## src/rtl/apb_uart_pkg.sv

```systemverilog
// Shared definitions for the APB UART: register word offsets, field bit positions
// and the TX/RX state encodings.
package apb_uart_pkg;
    localparam int BAUD_W = 16;

    // Word offsets, i.e. PADDR[7:2]
    localparam logic [5:0] OFF_DATA   = 6'h00;
    localparam logic [5:0] OFF_STATUS = 6'h01;
    localparam logic [5:0] OFF_CTRL   = 6'h02;
    localparam logic [5:0] OFF_BAUD   = 6'h03;

    localparam int ST_TX_BUSY  = 0;
    localparam int ST_TX_FULL  = 1;
    localparam int ST_RX_VALID = 2;
    localparam int ST_RX_OVR   = 3;
    localparam int ST_FERR     = 4;

    localparam int CT_TX_EN  = 0;
    localparam int CT_RX_EN  = 1;
    localparam int CT_TX_IRQ = 2;
    localparam int CT_RX_IRQ = 3;

    typedef enum logic [1:0] {TX_IDLE, TX_START, TX_DATA, TX_STOP} tx_state_t;
    typedef enum logic [1:0] {RX_IDLE, RX_START, RX_DATA, RX_STOP} rx_state_t;
endpackage

```

## src/rtl/uart_rx.sv

```systemverilog
// 8N1 receiver, 16 ticks per bit: synchronizes RXD, centres on the start bit and
// pulses byte_valid or frame_err when the stop bit is sampled.
module uart_rx
    import apb_uart_pkg::*;
(
    input  logic       clk,
    input  logic       rst_n,
    input  logic       rxd,
    input  logic       tick,
    input  logic       rx_en,
    output logic [7:0] rx_byte,
    output logic       byte_valid,
    output logic       frame_err
);
    logic      sync1_q, sync2_q, prev_q;
    rx_state_t state_q, state_d;
    logic [3:0] tcnt_q, tcnt_d;
    logic [2:0] bcnt_q, bcnt_d;
    logic [7:0] shift_q, shift_d;

    always_ff @(posedge clk or negedge rst_n) begin
        if (!rst_n) begin
            sync1_q <= 1'b1;
            sync2_q <= 1'b1;
            prev_q  <= 1'b1;
            state_q <= RX_IDLE;
            tcnt_q  <= '0;
            bcnt_q  <= '0;
            shift_q <= '0;
        end else begin
            sync1_q <= rxd;
            sync2_q <= sync1_q;
            prev_q  <= sync2_q;
            state_q <= state_d;
            tcnt_q  <= tcnt_d;
            bcnt_q  <= bcnt_d;
            shift_q <= shift_d;
        end
    end

    always_comb begin
        state_d    = state_q;
        tcnt_d     = tcnt_q;
        bcnt_d     = bcnt_q;
        shift_d    = shift_q;
        byte_valid = 1'b0;
        frame_err  = 1'b0;
        if (!rx_en) begin
            state_d = RX_IDLE;
            tcnt_d  = '0;
            bcnt_d  = '0;
        end else begin
            case (state_q)
                RX_IDLE: begin
                    if (prev_q && !sync2_q) begin
                        state_d = RX_START;
                        tcnt_d  = '0;
                    end
                end
                RX_START: begin
                    if (tick) begin
                        tcnt_d = tcnt_q + 4'd1;
                        // Mid start bit: a high line here was only a glitch
                        if (tcnt_q == 4'd7) begin
                            tcnt_d  = '0;
                            bcnt_d  = '0;
                            state_d = sync2_q ? RX_IDLE : RX_DATA;
                        end
                    end
                end
                RX_DATA: begin
                    if (tick) begin
                        tcnt_d = tcnt_q + 4'd1;
                        if (tcnt_q == 4'd15) begin
                            shift_d = {sync2_q, shift_q[7:1]};
                            bcnt_d  = bcnt_q + 3'd1;
                            if (bcnt_q == 3'd7) state_d = RX_STOP;
                        end
                    end
                end
                RX_STOP: begin
                    if (tick) begin
                        tcnt_d = tcnt_q + 4'd1;
                        if (tcnt_q == 4'd15) begin
                            state_d    = RX_IDLE;
                            byte_valid = sync2_q;
                            frame_err  = !sync2_q;
                        end
                    end
                end
                default: state_d = RX_IDLE;
            endcase
        end
    end

    assign rx_byte = shift_q;
endmodule

```

## src/rtl/apb_uart.sv

```systemverilog
// APB slave UART: register file, APB handshake, baud tick generator and TX FSM;
// reception is delegated to uart_rx.
module apb_uart
    import apb_uart_pkg::*;
#(
    parameter int              ADDR_WIDTH  = 32,
    parameter int              DATA_WIDTH  = 32,
    parameter logic [BAUD_W-1:0] BAUDDIV_RST = 16'd26
) (
    input  logic                  PCLK,
    input  logic                  PRESETn,
    input  logic                  PSEL,
    input  logic                  PENABLE,
    input  logic [ADDR_WIDTH-1:0] PADDR,
    input  logic                  PWRITE,
    input  logic [DATA_WIDTH-1:0] PWDATA,
    output logic                  PREADY,
    output logic [DATA_WIDTH-1:0] PRDATA,
    input  logic                  RXD,
    output logic                  TXD,
    output logic                  IRQ
);
    tx_state_t   tx_state_q, tx_state_d;
    logic [3:0]  ctrl_q, ctrl_d;
    logic [BAUD_W-1:0] baud_q, baud_d, bcnt_q, bcnt_d;
    logic [7:0]  thr_q, thr_d, tx_shift_q, tx_shift_d, rx_data_q, rx_data_d;
    logic [3:0]  tx_tcnt_q, tx_tcnt_d;
    logic [2:0]  tx_bit_q, tx_bit_d;
    logic        tx_full_q, tx_full_d, txd_q, txd_d, done_q, done_d;
    logic        rx_valid_q, rx_valid_d, ovr_q, ovr_d, ferr_q, ferr_d;
    logic [5:0]  offs;
    logic        access, fire, rd_data, tick, baud_run, tx_busy, load_thr;
    logic [7:0]  rx_byte;
    logic        rx_bv, rx_fe;
    logic [15:0] rd_field;
    logic        unused_bits;

    assign offs    = PADDR[7:2];
    assign access  = PSEL & PENABLE;
    assign tx_busy = (tx_state_q != TX_IDLE);
    assign PREADY  = !(access && !done_q && PWRITE && offs == OFF_DATA &&
                       tx_full_q && ctrl_q[CT_TX_EN]);
    // done_q keeps a stretched access phase from repeating side effects
    assign fire    = access & PREADY & !done_q;
    assign done_d  = PENABLE & (done_q | (access & PREADY));
    assign rd_data = fire && !PWRITE && offs == OFF_DATA;
    assign unused_bits = ^{PADDR[ADDR_WIDTH-1:8], PADDR[1:0], PWDATA[DATA_WIDTH-1:16]};

    // Keep ticking while a frame drains so clearing the enables cannot stall TX
    assign baud_run = ctrl_q[CT_TX_EN] | ctrl_q[CT_RX_EN] | tx_busy;
    assign tick     = baud_run && (bcnt_q == baud_q);

    always_ff @(posedge PCLK or negedge PRESETn) begin
        if (!PRESETn) begin
            tx_state_q <= TX_IDLE;
            ctrl_q     <= '0;
            baud_q     <= BAUDDIV_RST;
            bcnt_q     <= '0;
            thr_q      <= '0;
            tx_shift_q <= '0;
            rx_data_q  <= '0;
            tx_tcnt_q  <= '0;
            tx_bit_q   <= '0;
            tx_full_q  <= 1'b0;
            txd_q      <= 1'b1;
            done_q     <= 1'b0;
            rx_valid_q <= 1'b0;
            ovr_q      <= 1'b0;
            ferr_q     <= 1'b0;
        end else begin
            tx_state_q <= tx_state_d;
            ctrl_q     <= ctrl_d;
            baud_q     <= baud_d;
            bcnt_q     <= bcnt_d;
            thr_q      <= thr_d;
            tx_shift_q <= tx_shift_d;
            rx_data_q  <= rx_data_d;
            tx_tcnt_q  <= tx_tcnt_d;
            tx_bit_q   <= tx_bit_d;
            tx_full_q  <= tx_full_d;
            txd_q      <= txd_d;
            done_q     <= done_d;
            rx_valid_q <= rx_valid_d;
            ovr_q      <= ovr_d;
            ferr_q     <= ferr_d;
        end
    end

    always_comb begin
        bcnt_d = '0;
        if (!(fire && PWRITE && offs == OFF_BAUD) && baud_run && !tick)
            bcnt_d = bcnt_q + 16'd1;
    end

    always_comb begin
        tx_state_d = tx_state_q;
        tx_shift_d = tx_shift_q;
        tx_tcnt_d  = tx_tcnt_q;
        tx_bit_d   = tx_bit_q;
        txd_d      = txd_q;
        load_thr   = 1'b0;
        if (tick) begin
            case (tx_state_q)
                TX_IDLE: begin
                    if (tx_full_q && ctrl_q[CT_TX_EN]) begin
                        tx_state_d = TX_START;
                        tx_shift_d = thr_q;
                        tx_tcnt_d  = '0;
                        txd_d      = 1'b0;
                        load_thr   = 1'b1;
                    end
                end
                TX_START: begin
                    tx_tcnt_d = tx_tcnt_q + 4'd1;
                    if (tx_tcnt_q == 4'd15) begin
                        tx_state_d = TX_DATA;
                        tx_bit_d   = '0;
                        txd_d      = tx_shift_q[0];
                    end
                end
                TX_DATA: begin
                    tx_tcnt_d = tx_tcnt_q + 4'd1;
                    if (tx_tcnt_q == 4'd15) begin
                        if (tx_bit_q == 3'd7) begin
                            tx_state_d = TX_STOP;
                            txd_d      = 1'b1;
                        end else begin
                            tx_bit_d   = tx_bit_q + 3'd1;
                            tx_shift_d = {1'b0, tx_shift_q[7:1]};
                            txd_d      = tx_shift_q[1];
                        end
                    end
                end
                TX_STOP: begin
                    tx_tcnt_d = tx_tcnt_q + 4'd1;
                    if (tx_tcnt_q == 4'd15) begin
                        // A waiting byte goes straight into its start bit
                        if (tx_full_q && ctrl_q[CT_TX_EN]) begin
                            tx_state_d = TX_START;
                            tx_shift_d = thr_q;
                            txd_d      = 1'b0;
                            load_thr   = 1'b1;
                        end else begin
                            tx_state_d = TX_IDLE;
                        end
                    end
                end
                default: tx_state_d = TX_IDLE;
            endcase
        end
    end

    always_comb begin
        ctrl_d     = ctrl_q;
        baud_d     = baud_q;
        thr_d      = thr_q;
        tx_full_d  = tx_full_q;
        rx_data_d  = rx_data_q;
        rx_valid_d = rx_valid_q;
        ovr_d      = ovr_q;
        ferr_d     = ferr_q;
        if (fire && PWRITE) begin
            case (offs)
                OFF_DATA: begin
                    if (!tx_full_q) begin
                        thr_d     = PWDATA[7:0];
                        tx_full_d = 1'b1;
                    end
                end
                OFF_STATUS: begin
                    if (PWDATA[ST_RX_OVR]) ovr_d  = 1'b0;
                    if (PWDATA[ST_FERR])   ferr_d = 1'b0;
                end
                OFF_CTRL: ctrl_d = PWDATA[3:0];
                OFF_BAUD: baud_d = PWDATA[BAUD_W-1:0];
                default: ;
            endcase
        end
        if (rd_data)  rx_valid_d = 1'b0;
        if (load_thr) tx_full_d  = 1'b0;
        // Hardware sets are applied last so they win over W1C and read-clear
        if (rx_bv) begin
            if (!rx_valid_q || rd_data) begin
                rx_data_d  = rx_byte;
                rx_valid_d = 1'b1;
            end else begin
                ovr_d = 1'b1;
            end
        end
        if (rx_fe) ferr_d = 1'b1;
    end

    always_comb begin
        rd_field = '0;
        case (offs)
            OFF_DATA:   rd_field = {8'h00, rx_data_q};
            OFF_STATUS: rd_field = {11'h000, ferr_q, ovr_q, rx_valid_q, tx_full_q, tx_busy};
            OFF_CTRL:   rd_field = {12'h000, ctrl_q};
            OFF_BAUD:   rd_field = baud_q;
            default:    rd_field = '0;
        endcase
        PRDATA = (access && !PWRITE) ? DATA_WIDTH'(rd_field) : '0;
    end

    assign TXD = txd_q;
    assign IRQ = (ctrl_q[CT_TX_IRQ] & !tx_full_q) |
                 (ctrl_q[CT_RX_IRQ] & (rx_valid_q | ovr_q | ferr_q));

    uart_rx u_rx (
        .clk        (PCLK),
        .rst_n      (PRESETn),
        .rxd        (RXD),
        .tick       (tick),
        .rx_en      (ctrl_q[CT_RX_EN]),
        .rx_byte    (rx_byte),
        .byte_valid (rx_bv),
        .frame_err  (rx_fe)
    );
endmodule

```

## config.mk

```make
export PLATFORM = sky130hd
export DESIGN_NAME = apb_uart
export DESIGN_NICKNAME = d
export VERILOG_FILES = /design/src/rtl/apb_uart_pkg.sv /design/src/rtl/uart_rx.sv /design/src/rtl/apb_uart.sv
export SDC_FILE = /design/constraint.sdc
export NUM_CORES = 1
export LEC_CHECK = 0
export ABC_CLOCK_PERIOD_IN_PS = 2900
export BUFFER_PORTS_ARGS = -buffer_cell sky130_fd_sc_hd__buf_2
export CAP_MARGIN = 10
export CORE_ASPECT_RATIO = 0.6
export CORE_MARGIN = 1
export CORE_UTILIZATION = 40
export DETAILED_ROUTE_END_ITERATION = 7
export PLACE_DENSITY_LB_ADDON = 0.25
export RECOVER_POWER = 25
export SYNTH_ARGS = -nofsm -noshare
export SYNTH_HDL_FRONTEND = slang
export SYNTH_SLANG_ARGS = --single-unit
```

## constraint.sdc

```tcl
create_clock -name PCLK -period 2.9 [get_ports PCLK]
set_clock_uncertainty 0.05 [all_clocks]
set_input_delay 0.435 -clock PCLK [delete_from_list [all_inputs] [get_ports PCLK]]
set_output_delay 0.435 -clock PCLK [all_outputs]
set_load 0.005 [all_outputs]
```

---- After elaboration in Yosys (flattened, before gate mapping) ----
Cells that the tools add are included.
storage, ports and cells
  register bits ........................... 95
  output and inout port bits .............. 35
  logic and storage cells ................. 200
cells by class
  add/sub/neg operators ................... 5
  equal/unequal tests ..................... 31
  mux-type cells .......................... 77
  bitwise logic cells ..................... 13
  reductions and logical operators ........ 52
operators with widths
  cell                   number
  $pmux 16 s4            1
  $mux 1                 32
  $mux 16                2
  $mux 8                 4
  $mux 2                 15
  $mux 3                 8
  $mux 4                 6
  $pmux 8 s3             1
  $ne 3x2->1 const B     6
  $add 16x1->16 const B  1
  $eq 16x16->1           1
  $pmux 2 s4             2
  $logic_and 1x1->1      15
  $reduce_and 5->1       3
  $reduce_bool 2->1      7
  $eq 6x2->1 const B     2
  $ne 2x2->1 const B     6
  $pmux 3 s2             2
  $pmux 4 s3             1
  $reduce_and 2->1       5
  $ne 3x3->1 const B     3
  $reduce_and 3->1       3
  $add 4x1->4 const B    2
  $eq 2x2->1 const B     4
  23 further kinds       46

---- Longest topological paths before layout ----
  depth after elaboration ................. 15
  gate-level depth with buffers ........... 9
  mapped depth without buffers ............ 7

---- By module ----
From an unflattened synthesis, not the netlist that was laid out.
second synthesis, totals
  cell total of the unflattened synthesis .. 435
  area total of the unflattened synthesis .. 5061.1 µm²
by module, submodules not included
  module    times used  cells an instance  area an instance (µm²)
  apb_uart  1           349                4062.6
  uart_rx   1           86                 998.5

---- Worst setup path before layout ----
No wires, ideal clock.
  path kind ............................... input -> register
  start point ............................. in PADDR[5]
  end point ............................... reg rx_data_q[0]
  arrival time ............................ 2124 ps
  data required time ...................... 2725 ps
  slack ................................... 601 ps
  cell stages on the path ................. 6
  path through ............................ nor4_2 -> nand3_1 -> o41ai_1 -> or4b_1 -> buf_6 -> mux2_4
between the ends
  longest elaborated chain between the ends .. 11
ends and longest elaborated chain
  what                                   line                            text
  start: declaration                     apb_uart.sv:14                  input logic [ADDR_WIDTH-1:0] PADDR,
  $logic_not 6->1 (*)                    apb_uart.sv:41, apb_uart.sv:46
  $logic_and 1x1->1 (2 in series)        apb_uart.sv:41                  assign PREADY = !(access && !done_q && PWRITE && offs == OFF_DATA &&
  $logic_and 1x1->1                      apb_uart.sv:42                  tx_full_q && ctrl_q[CT_TX_EN]);
  $logic_not 1->1                        apb_uart.sv:41
  $and 1x1->1 (2 in series)              apb_uart.sv:44                  assign fire = access & PREADY & !done_q;
  $logic_and 1x1->1                      apb_uart.sv:46                  assign rd_data = fire && !PWRITE && offs == OFF_DATA;
  $logic_and 1x1->1 (*)                  apb_uart.sv:46
  $logic_or 1x1->1 (*)                   apb_uart.sv:183                 if (!rx_valid_q || rd_data) begin
  $reduce_and 2->1 (no source line) (*)  -
  end signal: assignment                 apb_uart.sv:77                  rx_data_q <= rx_data_d;
  end: declaration                       apb_uart.sv:26                  logic [7:0] thr_q, thr_d, tx_shift_q, tx_shift_d, rx_data_q, rx_data_d;
Mark *: on every way between the ends. The rest lies on a longest branch, timed or not.
A chain may end at the register's enable or synchronous reset.

---- Worst setup path after layout ----
  start point ............................. in PADDR[5]
  end point ............................... out PRDATA[11]
between the ends
  longest elaborated chain between the ends .. 3
ends and longest elaborated chain
  what                                line             text
  $eq 6x2->1 (tied with other cells)  apb_uart.sv:195  case (offs)
  $pmux 16 s4 (*)                     apb_uart.sv:195
  $mux 16 (*)                         apb_uart.sv:202  PRDATA = (access && !PWRITE) ? DATA_WIDTH'(rd_field) : '0;
  end: declaration                    apb_uart.sv:18   output logic [DATA_WIDTH-1:0] PRDATA,
Marks and branches as above.

==> results.sh <==
export IMPL_die_w_um=147
export IMPL_outcome="finished, violations left"
export IMPL_violations="capacitance limit, slew limit"
export IMPL_globalplace_congestion=0.812
export IMPL_syn_area_mm2=0.00505
export IMPL_syn2layout_area_growth_pct=13.8
export IMPL_dr_pass1_iters=5
export IMPL_grt_antenna_before_repair=0
export IMPL_timing_critical_path_fanout_max=9
export IMPL_drv_cap=1
export IMPL_fin_crit_ns=2.61
export IMPL_place_port_buffers=46
export IMPL_critPathRequiredTime_ns=2.41
export IMPL_via_per_inst=5.24
export IMPL_setup_viol=0
export IMPL_path_class="in2out"
export IMPL_drc=0
export IMPL_overflow=0
export IMPL_drtIter0Drc=134
export IMPL_synthCells=461
export IMPL_cts_tree="yes"
export IMPL_synth_async_reset_ratio=1.00
export IMPL_start_util=0.414
export IMPL_max_freq_mhz=383
export IMPL_grt_pass1_wl_mm=18.0
export IMPL_ios=105
export IMPL_rows=31
export IMPL_post_cts_setup_buffers=0
export IMPL_powerDensity_mw_per_mm2=667
export IMPL_diodes=0
export IMPL_crit_path_end_kind="output pin"
export IMPL_finish_utilization=0.471
export IMPL_final_common_cell="dfrtp_1"
export IMPL_synthTopCellsByArea="dfrtp_1 44%, mux2_2 11%, xor2_1 3.8%"
export IMPL_synth_edff_count=0
export IMPL_wl_mm=11.0
export IMPL_synthFlopType="dfrtp_1"
export IMPL_clock_path_buffers=2
export IMPL_cts_root_buf="clkbuf_16"
export IMPL_synth_top_area_cell="dfrtp_1"
export IMPL_synth_seq_cells=95
export IMPL_yosysSeqAreaShare=0.473
export IMPL_leakagePower_nw=2.82
export IMPL_clock_latency_ns=0.35
export IMPL_maxSlewViolCount=43
export IMPL_n_fill_cell=1140
export IMPL_vias=3550
export IMPL_postRouteAntennaNets=0
export IMPL_cts_resized_gates=0
export IMPL_finalCritPeriodShare=0.900
export IMPL_path_clk_slew_ns=0.07
export IMPL_die_h_um=89.0
export IMPL_critPathArrivalTime_ns=2.13
export IMPL_grt_usage=0.180
export IMPL_core_mm2=0.0122
export IMPL_synth_top_area_frac=0.436
export IMPL_cts_hold_fix_buffers=0
export IMPL_cts_inserted_buffers=9
export IMPL_avgSynthCellArea_um2=10.9
export IMPL_hold_viol=0
export IMPL_wl_per_cell_um=16.2
export IMPL_yosysUniqueCellTypes=55
export IMPL_hp_class="in2reg"
export IMPL_p_total_mw=3.83
export IMPL_worstMarginPinSlew_ns=2.34
export IMPL_fin_setup_tns_ns=0
export IMPL_final_nets=590
export IMPL_dp_hpwl_mm=8.18
export IMPL_max_slew_margin=-0.563
export IMPL_h_tree_depth=3
export IMPL_cts_sinks=95
export IMPL_rsz0062_at_grt="no"
export IMPL_die_area_mm2=0.0131
export IMPL_final_cell_mix="88 x dfrtp_1, 51 x mux2_2, 45 x buf_2"
export IMPL_grt_start_max_net_pins=54
export IMPL_layout_drive_gt1_share=0.290
export IMPL_grt_pass1_vias=3397
export IMPL_irDropWorstVdd_mv=0.329
export IMPL_critPathLaunchType="primary input"
export IMPL_yosysWarnings=0
==> report_power, final <==
group	total [mW]	internal [mW]	leakage [nW]	switching, mW
registers	1.64	1.46	1.24	0.180
logic	0.908	0.379	1.42	0.529
clock network	1.28	0.757	0.156	0.523
total	3.83	2.60	2.82	1.23
==> final cells by class <==
type / instances / area (um2) / area share
well taps: 165 / 206 / 0.0360
flip-flops and latches: 95 / 2390 / 0.416
multi-input cells: 332 / 2460 / 0.428
repair buffers: 57 / 324 / 0.0564
inverters: 13 / 48.8 / 0.00850
clock inverters: 7 / 95.1 / 0.0166
clock buffers: 9 / 225 / 0.0392
==> flip-flops by register name (all words and copies together), names as in the netlist, 2 cells and up <==
register      flops
u_rx.state_q      2
bcnt_q           16
tx_shift_q        8
u_rx.tcnt_q       4
rx_data_q         8
ctrl_q            4
u_rx.bcnt_q       3
u_rx.rx_byte      8
thr_q             8
baud_q           16
tx_tcnt_q         4
tx_bit_q          3
tx_state_q        2
==> metrics by stage <==
| step | std cells | area [um2] | hold WS [ns] | worst slack [ns] |
|---|---|---|---|---|
| after floorplan | 476 | 5100 | 0.0894 | 0.601 |
| after global placement | 662 | 5430 | 0.300 | 0.293 |
| after detailed placement | 662 | 5430 | 0.300 | 0.276 |
| after CTS | 678 | 5750 | 0.0500 | 0.269 |
| after global routing | 678 | 5740 | 0.119 | 0.130 |
| final | 678 | 5740 | 0.135 | 0.290 |
==> layer usage <==
layer | vias to the layer above | wire (um) | global-route usage
met5 | - | 0 | 0
met1 | 1780 | 5840 | 0.277
li1 | 1706 | - | -
met4 | 0 | 45 | 0.0450
met2 | 59 | 4710 | 0.253
met3 | 5 | 399 | 0.0378
==> worst max-delay path, cell delays in order <==
cell,delay [ns]
buf_2,0.10
nor4_2,0.28
nand3_1,0.14
or2_2,0.39
nor2_1,0.45
and2_1,0.21
buf_2,0.11
==> Yosys cell counts, drive strengths merged, types with 4 or more instances <==
library cell	number
xor2	22
nor2b	8
or4	6
nor4	7
and3	5
dfstp	7
nor3	7
dfrtp	88
o21ai	15
ha	12
inv	13
a22oi	5
a21oi	11
or2	4
nor2	33
xnor2	8
o31ai	4
nand2	25
nand3	22
nand4	4
nand2b	5
clkbuf	16
buf	20
and2	11
mux2	59
or3	5
==> worst paths after layout <==
kind | slack, ns | from | cells after the start | to
worst max-delay path | 0.29 | PADDR[5] | 7 | PRDATA[11]
worst min-delay path | 0.14 | RXD | 1 | u_rx.sync1_q$_DFF_PN1_
worst max register to register | 0.35 | bcnt_q[11]$_DFF_PN0_ | 7 | rx_data_q[7]$_DFFE_PN0P_
worst min register to register | 0.31 | u_rx.sync1_q$_DFF_PN1_ | 0 | u_rx.sync2_q$_DFF_PN1_
max in group asynchronous | 0.72 | PRESETn | 1 | thr_q[2]$_DFFE_PN0P_
min in group asynchronous | 0.75 | PRESETn | 1 | baud_q[12]$_DFFE_PN0P_
==> cell families (layout without fill, tap and decap cells) <==
logic type                 count (synthesis)  after routing  synth area share
and+or+nand+nor                          154            154             0.165
adders and majority gates                 12             12            0.0297
xor gates and xnor gates                  30             30            0.0521
AOI/OAI and AO/OA                         56             56            0.0729
DFF                                       95             95             0.473
other                                      1             16          0.000743
buffers and inverters                     49             86            0.0518
muxes                                     64             64             0.155
(Power assumes the default switching activity.)
